===== config.mk =====
export PLATFORM = sky130hd
export DESIGN_NAME = susan_response
export DESIGN_NICKNAME = d
export VERILOG_FILES = /design/src/rtl/susan_pkg.sv /design/src/rtl/pix_pos_cnt.sv /design/src/rtl/susan_response.sv
export SDC_FILE = /design/constraint.sdc
export NUM_CORES = 1
export LEC_CHECK = 0
export BUFFER_PORTS_ARGS = -buffer_cell sky130_fd_sc_hd__buf_2
export CORE_MARGIN = 2
export CORE_UTILIZATION = 25
export CTS_BUF_LIST = sky130_fd_sc_hd__clkbuf_4
export DETAILED_ROUTE_END_ITERATION = 8
export GPL_TIMING_DRIVEN = 0
export PLACE_DENSITY = 0.4
export SLEW_MARGIN = 10
export SYNTH_ARGS = -nofsm -noshare
export SYNTH_HDL_FRONTEND = slang
export SYNTH_HIERARCHICAL = 1
export SYNTH_SLANG_ARGS = --single-unit
export TNS_END_PERCENT = 1

===== constraint.sdc =====
create_clock -name clk -period 5.05 [get_ports clk]
set_input_delay 0.2525 -clock clk [delete_from_list [all_inputs] [get_ports clk]]
set_output_delay 0.2525 -clock clk [all_outputs]
set_load 0.05 [all_outputs]

===== src/rtl/susan_pkg.sv =====
// Shared constants for the SUSAN corner-response datapath: USAN sum width,
// mask border, corner counter width and default image geometry.
package susan_pkg;
    localparam int SUM_WIDTH        = 14;
    localparam int MASK_BORDER      = 3;
    localparam int CORNER_CNT_WIDTH = 20;
    localparam int DEF_IMG_WIDTH    = 640;
    localparam int DEF_IMG_HEIGHT   = 480;
endpackage


===== src/rtl/pix_pos_cnt.sv =====
// Raster position tracker: x/y of the next pixel to arrive plus frame flags and
// a border marker for pixels whose 7x7 neighbourhood is incomplete.
module pix_pos_cnt
    import susan_pkg::*;
#(
    parameter int IMG_WIDTH  = DEF_IMG_WIDTH,
    parameter int IMG_HEIGHT = DEF_IMG_HEIGHT,
    parameter int BORDER     = MASK_BORDER
) (
    input  logic                          clk,
    input  logic                          rst,
    input  logic                          advance,
    output logic [$clog2(IMG_WIDTH)-1:0]  x,
    output logic [$clog2(IMG_HEIGHT)-1:0] y,
    output logic                          sof,
    output logic                          eol,
    output logic                          eof,
    output logic                          border
);
    localparam int XW = $clog2(IMG_WIDTH);
    localparam int YW = $clog2(IMG_HEIGHT);
    localparam logic [XW-1:0] X_LAST = XW'(IMG_WIDTH - 1);
    localparam logic [YW-1:0] Y_LAST = YW'(IMG_HEIGHT - 1);
    localparam logic [XW-1:0] X_LO   = XW'(BORDER);
    localparam logic [XW-1:0] X_HI   = XW'(IMG_WIDTH - 1 - BORDER);
    localparam logic [YW-1:0] Y_LO   = YW'(BORDER);
    localparam logic [YW-1:0] Y_HI   = YW'(IMG_HEIGHT - 1 - BORDER);

    logic [XW-1:0] r_x;
    logic [YW-1:0] r_y;

    always_ff @(posedge clk or posedge rst) begin
        if (rst) begin
            r_x <= '0;
            r_y <= '0;
        end else if (advance) begin
            if (r_x == X_LAST) begin
                r_x <= '0;
                r_y <= (r_y == Y_LAST) ? '0 : r_y + YW'(1);
            end else begin
                r_x <= r_x + XW'(1);
            end
        end
    end

    assign x      = r_x;
    assign y      = r_y;
    assign sof    = (r_x == '0) && (r_y == '0);
    assign eol    = (r_x == X_LAST);
    assign eof    = (r_x == X_LAST) && (r_y == Y_LAST);
    assign border = (r_x < X_LO) || (r_x > X_HI) || (r_y < Y_LO) || (r_y > Y_HI);
endmodule


===== src/rtl/susan_response.sv =====
// SUSAN corner response R = g - n (zero when n >= g or on the mask border),
// tagged with raster position, plus a per-frame count of nonzero responses.
module susan_response #(
    parameter int IMG_WIDTH  = susan_pkg::DEF_IMG_WIDTH,
    parameter int IMG_HEIGHT = susan_pkg::DEF_IMG_HEIGHT,
    parameter int SUM_WIDTH  = susan_pkg::SUM_WIDTH
) (
    input  logic                                    clk,
    input  logic                                    rst,
    input  logic                                    din_valid,
    input  logic [SUM_WIDTH-1:0]                    din_sum,
    input  logic [SUM_WIDTH-1:0]                    g_thresh,
    output logic                                    dout_valid,
    output logic [SUM_WIDTH-1:0]                    dout_resp,
    output logic [$clog2(IMG_WIDTH)-1:0]            dout_x,
    output logic [$clog2(IMG_HEIGHT)-1:0]           dout_y,
    output logic                                    dout_sof,
    output logic                                    dout_eol,
    output logic                                    dout_eof,
    output logic [susan_pkg::CORNER_CNT_WIDTH-1:0]  frame_corners,
    output logic                                    frame_done
);
    import susan_pkg::*;

    localparam int XW = $clog2(IMG_WIDTH);
    localparam int YW = $clog2(IMG_HEIGHT);
    localparam int CW = CORNER_CNT_WIDTH;
    localparam logic [CW-1:0] CNT_MAX = '1;

    function automatic logic [SUM_WIDTH-1:0] usan_resp(input logic [SUM_WIDTH-1:0] n,
                                                       input logic [SUM_WIDTH-1:0] g,
                                                       input logic             brd);
        return (!brd && (n < g)) ? (g - n) : '0;
    endfunction

    function automatic logic [CW-1:0] sat_inc(input logic [CW-1:0] c, input logic inc);
        return (inc && (c != CNT_MAX)) ? (c + CW'(1)) : c;
    endfunction

    logic [XW-1:0]        w_x;
    logic [YW-1:0]        w_y;
    logic                 w_sof, w_eol, w_eof, w_border;
    logic [SUM_WIDTH-1:0] w_resp_p0;
    logic                 w_hit_p0;

    logic                 r_vld_p0, r_sof_p0, r_eol_p0, r_eof_p0, r_border_p0;
    logic [SUM_WIDTH-1:0] r_sum_p0, r_g_p0;
    logic [XW-1:0]        r_x_p0;
    logic [YW-1:0]        r_y_p0;

    logic                 r_vld_p1, r_sof_p1, r_eol_p1, r_eof_p1;
    logic [SUM_WIDTH-1:0] r_resp_p1;
    logic [XW-1:0]        r_x_p1;
    logic [YW-1:0]        r_y_p1;
    logic [CW-1:0]        r_cnt, r_frame_corners;
    logic                 r_frame_done;

    pix_pos_cnt #(
        .IMG_WIDTH  (IMG_WIDTH),
        .IMG_HEIGHT (IMG_HEIGHT),
        .BORDER     (MASK_BORDER)
    ) u_pos (
        .clk    (clk),
        .rst    (rst),
        .advance(din_valid),
        .x      (w_x),
        .y      (w_y),
        .sof    (w_sof),
        .eol    (w_eol),
        .eof    (w_eof),
        .border (w_border)
    );

    // Stage p0: capture the beat, its threshold and its raster position
    always_ff @(posedge clk or posedge rst) begin
        if (rst) begin
            r_vld_p0    <= 1'b0;
            r_sum_p0    <= '0;
            r_g_p0      <= '0;
            r_x_p0      <= '0;
            r_y_p0      <= '0;
            r_sof_p0    <= 1'b0;
            r_eol_p0    <= 1'b0;
            r_eof_p0    <= 1'b0;
            r_border_p0 <= 1'b0;
        end else begin
            r_vld_p0 <= din_valid;
            if (din_valid) begin
                r_sum_p0    <= din_sum;
                r_g_p0      <= g_thresh;
                r_x_p0      <= w_x;
                r_y_p0      <= w_y;
                r_sof_p0    <= w_sof;
                r_eol_p0    <= w_eol;
                r_eof_p0    <= w_eof;
                r_border_p0 <= w_border;
            end
        end
    end

    assign w_resp_p0 = usan_resp(r_sum_p0, r_g_p0, r_border_p0);
    assign w_hit_p0  = (w_resp_p0 != '0);

    // Stage p1: output registers and the frame corner tally
    always_ff @(posedge clk or posedge rst) begin
        if (rst) begin
            r_vld_p1        <= 1'b0;
            r_resp_p1       <= '0;
            r_x_p1          <= '0;
            r_y_p1          <= '0;
            r_sof_p1        <= 1'b0;
            r_eol_p1        <= 1'b0;
            r_eof_p1        <= 1'b0;
            r_cnt           <= '0;
            r_frame_corners <= '0;
            r_frame_done    <= 1'b0;
        end else begin
            r_vld_p1     <= r_vld_p0;
            r_sof_p1     <= r_vld_p0 && r_sof_p0;
            r_eol_p1     <= r_vld_p0 && r_eol_p0;
            r_eof_p1     <= r_vld_p0 && r_eof_p0;
            r_frame_done <= r_vld_p0 && r_eof_p0;
            if (r_vld_p0) begin
                r_resp_p1 <= w_resp_p0;
                r_x_p1    <= r_x_p0;
                r_y_p1    <= r_y_p0;
                if (r_eof_p0) begin
                    r_frame_corners <= sat_inc(r_cnt, w_hit_p0);
                    r_cnt           <= '0;
                end else begin
                    r_cnt <= sat_inc(r_cnt, w_hit_p0);
                end
            end
        end
    end

    assign dout_valid    = r_vld_p1;
    assign dout_resp     = r_resp_p1;
    assign dout_x        = r_x_p1;
    assign dout_y        = r_y_p1;
    assign dout_sof      = r_sof_p1;
    assign dout_eol      = r_eol_p1;
    assign dout_eof      = r_eof_p1;
    assign frame_corners = r_frame_corners;
    assign frame_done    = r_frame_done;
endmodule


Word-level counts from Yosys, hierarchy flattened
Cells that the tools add are included.
{ "totals": {"input_bits": 31, "register_bits": 148} }
{ "classes": {"mux": 5, "n_reduce_logical": 16, "order_cmp": 5, "eq_ne": 3, "add_sub_neg": 4} }
{ "op_table": {"columns": ["op", "n"], "rows": [
  ["2-to-1 mux 20 bit", 2],
  ["adder 20 x 1 -> 20 bit, second input constant", 1],
  ["inequality test 20 bit, second input constant", 1],
  ["< comparator 14 bit", 1],
  ["2-to-1 mux 14 bit", 1],
  ["nonzero test 14 bit", 1],
  ["subtractor 14 bit", 1],
  ["adder 10 x 1 -> 10 bit, second input constant", 1],
  ["== test 10 bit, second input constant", 1],
  ["> comparator 10 bit, second input constant", 1],
  ["zero test 10 bit", 1],
  ["< comparator 10 x 2 -> 1 bit, second input constant", 1],
  ["2-to-1 mux 10 bit", 1],
  ["adder 9 x 1 -> 9 bit, second input constant", 1],
  ["== test 9 bit, second input constant", 1],
  ["> comparator 9 bit, second input constant", 1],
  ["zero test 9 bit", 1],
  ["< comparator 9 x 2 -> 1 bit, second input constant", 1],
  ["2-to-1 mux 9 bit", 1],
  ["logical AND 1 bit", 7],
  ["AND reduction 2 bit", 2],
  ["logical OR 1 bit", 3],
  ["zero test 1 bit", 1]
]} }

Logic depth before layout (Yosys ltp)
Gate-level depths: netlist of the first run.
{ "logic_depth": {"word_depth": 7, "depth_mapped": 14, "ltp_nobuf": 11} }

Modules after synthesis
The synthesis of the first run kept the hierarchy.
{ "by_module_without_submodules": {"columns": ["module", "n_inst", "area_each_um2", "cells_per_inst"], "rows": [
  ["susan_response", 1, 6646.4, 640],
  ["pix_pos_cnt", 1, 1103.6, 117]
]} }

Worst setup path after synthesis of the first run
Ideal clock, no wire load.
{ "synth_path": {"kind": "register to register", "startpoint": "register r_sum_p0[0]", "endpoint": "register r_cnt[19]", "arrival_time_ns": 2.888, "setup_ns": 0.131, "stages_incl_launch_ff": 12, "required_time_ns": 4.919, "path_slack_ns": 2.030, "period_less_slack_ns": 3.020, "path_cell_list": "dfrtp_1 -> ha_1 -> fa_1 -> nor2b_1 -> o31ai_2 -> a211oi_1 -> o311a_1 -> nor2_1 -> clkbuf_1 -> nor4_1 -> a21oi_1 -> or3_1"} }
{ "synth_via": {"elab_chain_cells": 7, "word_cells_on_any_way": 8, "cone_classes": "add/sub (1); order compare (1); mux (3); reduce/logical (3)"} }
{ "synth_rtl": {"columns": ["item", "line_no", "source"], "rows": [
  ["from (decl)", "susan_response.sv:47", "logic [SUM_WIDTH-1:0] r_sum_p0, r_g_p0;"],
  ["from (signal assigned)", "susan_response.sv:89", "r_sum_p0 <= din_sum;"],
  ["< comparator 14 bit", "susan_response.sv:33", "return (!brd && (n < g)) ? (g - n) : '0;"],
  ["logical AND 1 bit", "susan_response.sv:33", null],
  ["2-to-1 mux 14 bit (*)", "susan_response.sv:33", null],
  ["nonzero test 14 bit (*)", "susan_response.sv:102", "assign w_hit_p0 = (w_resp_p0 != '0);"],
  ["logical AND 1 bit (*)", "susan_response.sv:37", "return (inc && (c != CNT_MAX)) ? (c + CW'(1)) : c;"],
  ["2-to-1 mux 20 bit (*) (2 in series)", null, null],
  ["to (signal assigned)", "susan_response.sv:131", "r_cnt <= sat_inc(r_cnt, w_hit_p0);"],
  ["to (decl)", "susan_response.sv:55", "logic [CW-1:0] r_cnt, r_frame_corners;"]
]} }
Mark *: on every way between the ends. The rest lies on a longest branch, timed or not.
A chain may end at the register's enable or synchronous reset.

Worst setup path after layout of the first run
Same ends and word-level chain as after synthesis.

==> reports/results.ini, run 1 <==
[status]
status = completed

[power_and_ir_drop]
power_density_nw_per_um2 = 375.8
combPwrFrac = 0.334
power_mw = 3.503
p_leak_nw = 4.195
sw_frac_of_total = 0.4143
peakVddDrop_uv = 221.2
p_switching_mw = 1.451
seq_power_share = 0.430
clockPowerShare = 0.236
internal-power_mw = 2.052

[layout]
drive_gt1_frac = 0.2346
layout_commonest_cell = dfrtp_1
layout_common_cells = dfrtp_1, buf_2, nand2_1, mux2_2, nor2_1
nets = 946
fin_cells = 1305
area_growth_syn_to_layout_pct = 20.28

[synth]
async_reset_ff_frac = 1.000
syn_area_per_cell_um2 = 10.24
yosysSeqAreaShare = 0.4779
synth_top_area_frac = 0.4779
yosysWarnings = 6
ys_seq_elements = 148
syn_area_um2 = 7750
synth_cell_types = 77
synth_area_leader_cell = dfrtp_1
postSynthNetCount = 808
synth_ff_type = dfrtp_1
ys_top_cells_by_area = dfrtp_1, mux2_2, ha_1
post_synth_inst_count = 757
synth-edff-count = 0

[detailed_routing]
dr.pass1.iters = 5
avgRoutedWirePerCell_um = 17.38
drt_iter0_drc = 270
drt-total-wl_um = 22690
drcViolationCount = 0
ant_nets = 0
viasPerCell = 4.878
vias = 6366

[timing]
relSlewSlack = 0.3743
finClkSkew_ps = 27.18
setup_viol = 0
setup_tns_ps = 0
fin_crit_sh = 0.7462
worstMarginPinSlew_ps = 931.3
period_minus_slack_ps = 3768
timing.hold.ws_ps = 194.3
hold_viol = 0
drv_slew = 0
rsz0062_at_grt = false
fmax_ghz = 0.2654

[global_routing]
gr-usage-all-layers = 0.1431
grt_first_pass_wirelength_um = 36750
grt_pass1_vias = 6435
antenna_found_initial = 1
globalRoute.totalOverflow = 0
grt_max_degree = 80

[clock_tree]
cts_made_buffers = 17
cts_tree = built
clock-root-buffer = clkbuf_4
clk_transition_reported_paths_ps = 160
clock_sinks = 148
clockBufferDepth = 2
htreeDepth = 4
post_cts_buffers = 0
insertion_delay_ps = 590

[floorplanning]
pin_count = 89
coreArea_um2 = 30590
die_height_um = 180.1
die_w_um = 180.1
die-area_um2 = 32420
placementRows = 64
start_util = 0.2534

[setup_path]
start_kind = flip-flop
crit_fanout = 10
critPathRequiredTime_ps = 5520
cp_cell_sequence = ha_1, fa_1, nor2b_1, o31ai_2, a211oi_1, o311a_1, nor2_1, clkbuf_1, nor4_1, a21oi_1, or3_1
slowest_delay_ps = 640
crit_buf_inv = 1
crit_slowest_cell = nor4_1
crit_family = simple AND/OR/NAND/NOR gates
crit_arrival_ps = 4240
worstSetupPathType = flip-flop to flip-flop
end_kind = flip-flop
startpoint = r_sum_p0[0]
reg2reg_from = r_sum_p0[0]

[placement]
dp_hpwl_um = 16280
port_buffers = 88
post-place-cells = 1242
gp_congestion = 0.7788

[min_path]
hp-class = primary input to async pin

[run]
drv_cap = 0

==> per-layer routing <==
layer,GRT usage,up-vias,share of wire
li1,-,3087,-
met1,0.2022,3155,0.50
met2,0.2247,113,0.45
met3,0.02870,11,0.035
met4,0.03516,0,0.0090
met5,0,-,0
==> cell usage after synthesis (all sizes together) (2+ instances only) <==
master   instances
a211o            8
a211oi           4
a21o             5
a21oi           20
a22o             4
a31oi           19
a32oi            4
a41o             2
and2             6
and3             4
buf             21
clkbuf          28
dfrtp          148
ha              19
inv             37
mux2            54
mux2i            5
nand2           63
nand2b           3
nand3           29
nand3b           4
nand4           19
nand4bb          2
nor2            51
nor2b            5
nor3            16
nor4            13
nor4b            4
o2111ai          3
o211a            6
o211ai           7
o21a             4
o21ai           34
o2bb2ai          6
o311a            3
o311ai           7
o31ai           15
or2              4
or3             14
or4             22
xnor2           10
xor2             6
==> power groups by stage <==
stage	clock, mW	sequential (mW)	combinational (mW)
finish	0.826	1.51	1.17
global route	0.914	1.53	1.29
CTS	0.865	1.51	1.18
detailed placement	0	1.53	1.16
global placement	0	1.53	1.15
floorplan	0	1.75	0.600
==> sequential cells by signal, indices dropped and copies added, names as in the netlist <==
name,count
r_eol_p0,1
r_cnt,20
u_pos/x,10
r_border_p0,1
r_x_p0,10
dout_resp,14
r_sum_p0,14
frame_done,1
r_eof_p0,1
r_g_p0,14
dout_y,9
dout_x,10
dout_valid,1
frame_corners,20
dout_eol,1
dout_sof,1
r_vld_p0,1
r_y_p0,9
u_pos/y,9
r_sof_p0,1
==> per-stage QoR <==
| step | worst slack [ps] | area (um^2) | util |
|---|---|---|---|
| 2_1_floorplan | 1357 | 7750 | - |
| 3_3_place_gp | -688.0 | 8686 | 0.2840 |
| 3_5_place_dp | 1332 | 8721 | 0.2851 |
| 4_1_cts | 1275 | 9319 | 0.3046 |
| 5_1_grt | 1009 | 9321 | 0.3047 |
| 6_report | 1282 | 9321 | 0.3047 |
==> layout make-up <==
class	instances	area, um^2
fillers	3267	21270
flip-flops and latches	148	3704
multi-input cells	522	3650
repair buffers	119	768.2
well taps	396	495.5
plain buffers	49	254.0
clock inverters	14	162.7
inverters	38	150.1
clock buffers	18	135.1
diodes	1	2.502
==> logic make-up after synthesis <==
| group | synth area share |
|---|---|
| compound gates | 0.1511 |
| xor+xnor | 0.01808 |
| fa+ha+maj | 0.03326 |
| buf+inv | 0.05118 |
| flops | 0.4779 |
| mux | 0.08492 |
| simple gates | 0.1836 |
==> worst paths after layout <==
kind                                to  depth (start not counted)  slack, ps
max                          r_cnt[19]                         11       1280
min                          r_x_p0[7]                          3        190
max reg2reg                  r_cnt[19]                         11       1280
min reg2reg                 dout_valid                          0        440
max in group asynchronous    r_cnt[13]                          4       4050
min in group clk           r_sum_p0[3]                          4        390
==> worst min-delay path: stages <==
cell,delay [ps]
dlygate4sd3_1,530
buf_2,160
inv_8,280
==> timing repair <==
item	4_1_cts	5_1_grt
hold buffers	30	0
endpoints found under the hold margin	98	0
resized for setup	0	0
Power figures use the tool's default switching activity.
==> inputs of run 2 (changes only) <==
--- a/config.mk
+++ b/config.mk
@@ -11,7 +11,7 @@
 export CTS_BUF_LIST = sky130_fd_sc_hd__clkbuf_4
 export DETAILED_ROUTE_END_ITERATION = 8
 export GPL_TIMING_DRIVEN = 0
-export PLACE_DENSITY = 0.4
+export PLACE_DENSITY = 0.41
 export SLEW_MARGIN = 10
 export SYNTH_ARGS = -nofsm -noshare
 export SYNTH_HDL_FRONTEND = slang
==> constraint.sdc (replaced) <==
create_clock -name clk -period 3.3 [get_ports clk]
set_input_delay 0.165 -clock clk [delete_from_list [all_inputs] [get_ports clk]]
set_output_delay 0.165 -clock clk [all_outputs]
set_load 0.05 [all_outputs]
==> reports/results.ini, run 2 (same netlist as run 1, synthesis figures left out) <==
[power_and_ir_drop]
p_switching_mw = 2.313  ; +59%
peakVddDrop_uv = 390.9  ; +77%
internal-power_mw = 3.077  ; +50%
combPwrFrac = 0.358  ; +0.024
power_mw = 5.390  ; +54%
p_leak_nw = 4.304  ; +2.6%
clockPowerShare = 0.214  ; -0.022
seq_power_share = 0.428  ; -0.002
sw_frac_of_total = 0.4291  ; +0.01476
power_density_nw_per_um2 = 556.1  ; +48%

[clock_tree]
clockBufferDepth = 2  ; unchanged
insertion_delay_ps = 600  ; about the same
clk_transition_reported_paths_ps = 170  ; about the same
cts_tree = built
cts_made_buffers = 17  ; unchanged
clock_sinks = 148  ; unchanged
clock-root-buffer = clkbuf_4
htreeDepth = 4  ; unchanged

[layout]
final_util = 0.3169  ; +0.01215
fin_cells = 1317  ; +0.92%
nets = 957  ; +1.2%
drive_gt1_frac = 0.2753  ; +0.04072
layout_commonest_cell = dfrtp_1
area_growth_syn_to_layout_pct = 25.07
final_cell_area_um2 = 9693  ; +4.0%
layout_common_cells = dfrtp_1, buf_2, nand2_1, mux2_2, nor2_1

[placement]
post-place-cells = 1245  ; +0.24%
port_buffers = 88  ; unchanged
pre_cts_ws_ps = -460.1  ; -1792 ps
gp_congestion = 0.7905  ; +1.5%
dp_hpwl_um = 16200  ; -0.46%
dpl-instance-area_um2 = 8770  ; +0.56%

[setup_path]
crit_arrival_ps = 3750  ; -490 ps
end_kind = flip-flop
critPathRequiredTime_ps = 3780  ; -1740 ps
reg2reg_from = r_g_p0[7]
worstSetupPathType = flip-flop to flip-flop
reg2reg_to = r_cnt[11]
crit_fanout = 5  ; -5
start_kind = flip-flop
reg2reg_depth = 13  ; +2
rrSetupSlack_ps = 30  ; -1250 ps

[global_routing]
gr-usage-all-layers = 0.1434  ; +0.0003708
antenna_found_initial = 1  ; unchanged
grt_pass1_vias = 6388  ; -0.73%
grt_first_pass_wirelength_um = 36850  ; +0.26%
globalRoute.totalOverflow = 0  ; unchanged
grt_max_degree = 35  ; -56%

[detailed_routing]
ant_nets = 0  ; unchanged
viasPerCell = 4.850  ; -0.58%
wl_met1_um = 11170  ; -2.3%
routed-wl-met2_um = 10420  ; +1.5%
wl_met3_um = 838  ; +6.6%
vias = 6387  ; +0.33%
drt-total-wl_um = 22640  ; -0.19%
drt_iter0_drc = 469  ; +74%
routed.top_layer = met4
dr.pass1.iters = 4  ; -1
drcViolationCount = 0  ; unchanged
avgRoutedWirePerCell_um = 17.19  ; -1.1%

[timing]
rsz0062_at_grt = true
setup_tns_ps = 0  ; unchanged
drv_slew = 0  ; unchanged
relSlewSlack = 0.4652  ; +0.09087
period_minus_slack_ps = 3273  ; -495.8 ps
fin_crit_sh = 0.9917  ; +0.2455
hold_viol = 0  ; unchanged
finClkSkew_ps = 31.87  ; +4.684 ps
worstMarginPinSlew_ps = 801.3  ; -130.0 ps
setup_viol = 0  ; unchanged
fmax_ghz = 0.3056  ; +15%
timing.hold.ws_ps = 88.15  ; -106.1 ps
setup_slack_ps = 27.41  ; -1254 ps

[status]
status = completed

[floorplanning]
start_util = 0.2534  ; unchanged
die-area_um2 = 32420  ; unchanged
coreArea_um2 = 30590  ; unchanged
die_height_um = 180.1  ; unchanged
placementRows = 64  ; unchanged
pin_count = 89  ; unchanged
die_w_um = 180.1  ; unchanged

[run]
drv_cap = 0  ; unchanged

[min_path]
hp-class = primary input to async pin

-- run 2: cell types whose count changed in the layout (fill, tap and decap cells not counted), moves of 3 or more --
| cell | before | now |
|---|---|---|
| buf_6 | 7 | 3 |
| buf_12 | 0 | 5 |
| ha_1 | 19 | 16 |
| buf_8 | 0 | 4 |
| a211oi_4 | 0 | 4 |
| clkbuf_1 | 28 | 23 |
| buf_2 | 96 | 93 |
| inv_6 | 8 | 5 |
| buf_4 | 2 | 14 |
| nor4_1 | 13 | 10 |
-- run 2: critical path, cell delays in order, from the launching register on --
cell and delay (ps):
dfrtp_1 420, ha_1 300, buf_6 120, a21o_1 190
a211oi_4 220, a211oi_4 130, or4_4 530, a211oi_4 260
nor4bb_4 240, buf_6 180, buf_8 130, buf_8 120
nor4b_1 50, a211o_1 240
-- run 2: power groups by stage --
stage	combinational, mW	sequential, mW	clock (mW)
2_1_floorplan	0.918	2.68	0
3_3_place_gp	1.76	2.34	0
6_report	1.93	2.31	1.15
4_1_cts	1.90	2.31	1.21
3_5_place_dp	1.78	2.34	0
5_1_grt	2.11	2.35	1.29
-- run 2: layout make-up --
type,count,area [um^2]
Antenna cell,2,5.005
Buffer,44,269.0
Clock buffer,17,127.6
Clock inverter,15,138.9
Fill cell,3253,20900
Inverter,38,146.4
Multi-Input combinational cell,522,3869
Sequential cell,148,3704
Tap cell,396,495.5
Timing Repair Buffer,135,938.4
-- run 2: worst max-delay path by stage --
stage	start	end	depth (start not counted)
floorplan	r_sum_p0[0]	r_cnt[19]	11
global placement	r_sum_p0[0]	r_cnt[19]	11
detailed placement	r_sum_p0[0]	r_cnt[19]	11
CTS	r_g_p0[7]	r_cnt[11]	13
global route	r_g_p0[7]	frame_corners[12]	13
finish	r_g_p0[7]	r_cnt[11]	13
-- run 2: per-layer routing --
layer,up-vias,GRT usage
li1,3102,-
met1,3113,0.2071
met2,151,0.2225
met3,21,0.02587
met4,0,0.03419
met5,-,0
-- run 2: timing repair --
action / 4_1_cts / 5_1_grt
hold endpoints to repair: 124 / 0
endpoints found under the setup margin: 49 / 40
hold buffers: 30 / 0
pin swaps: 14 / 9
buffers inserted: 8 / 4
gates cloned: 1 / 0
gates resized for setup: 39 / 18
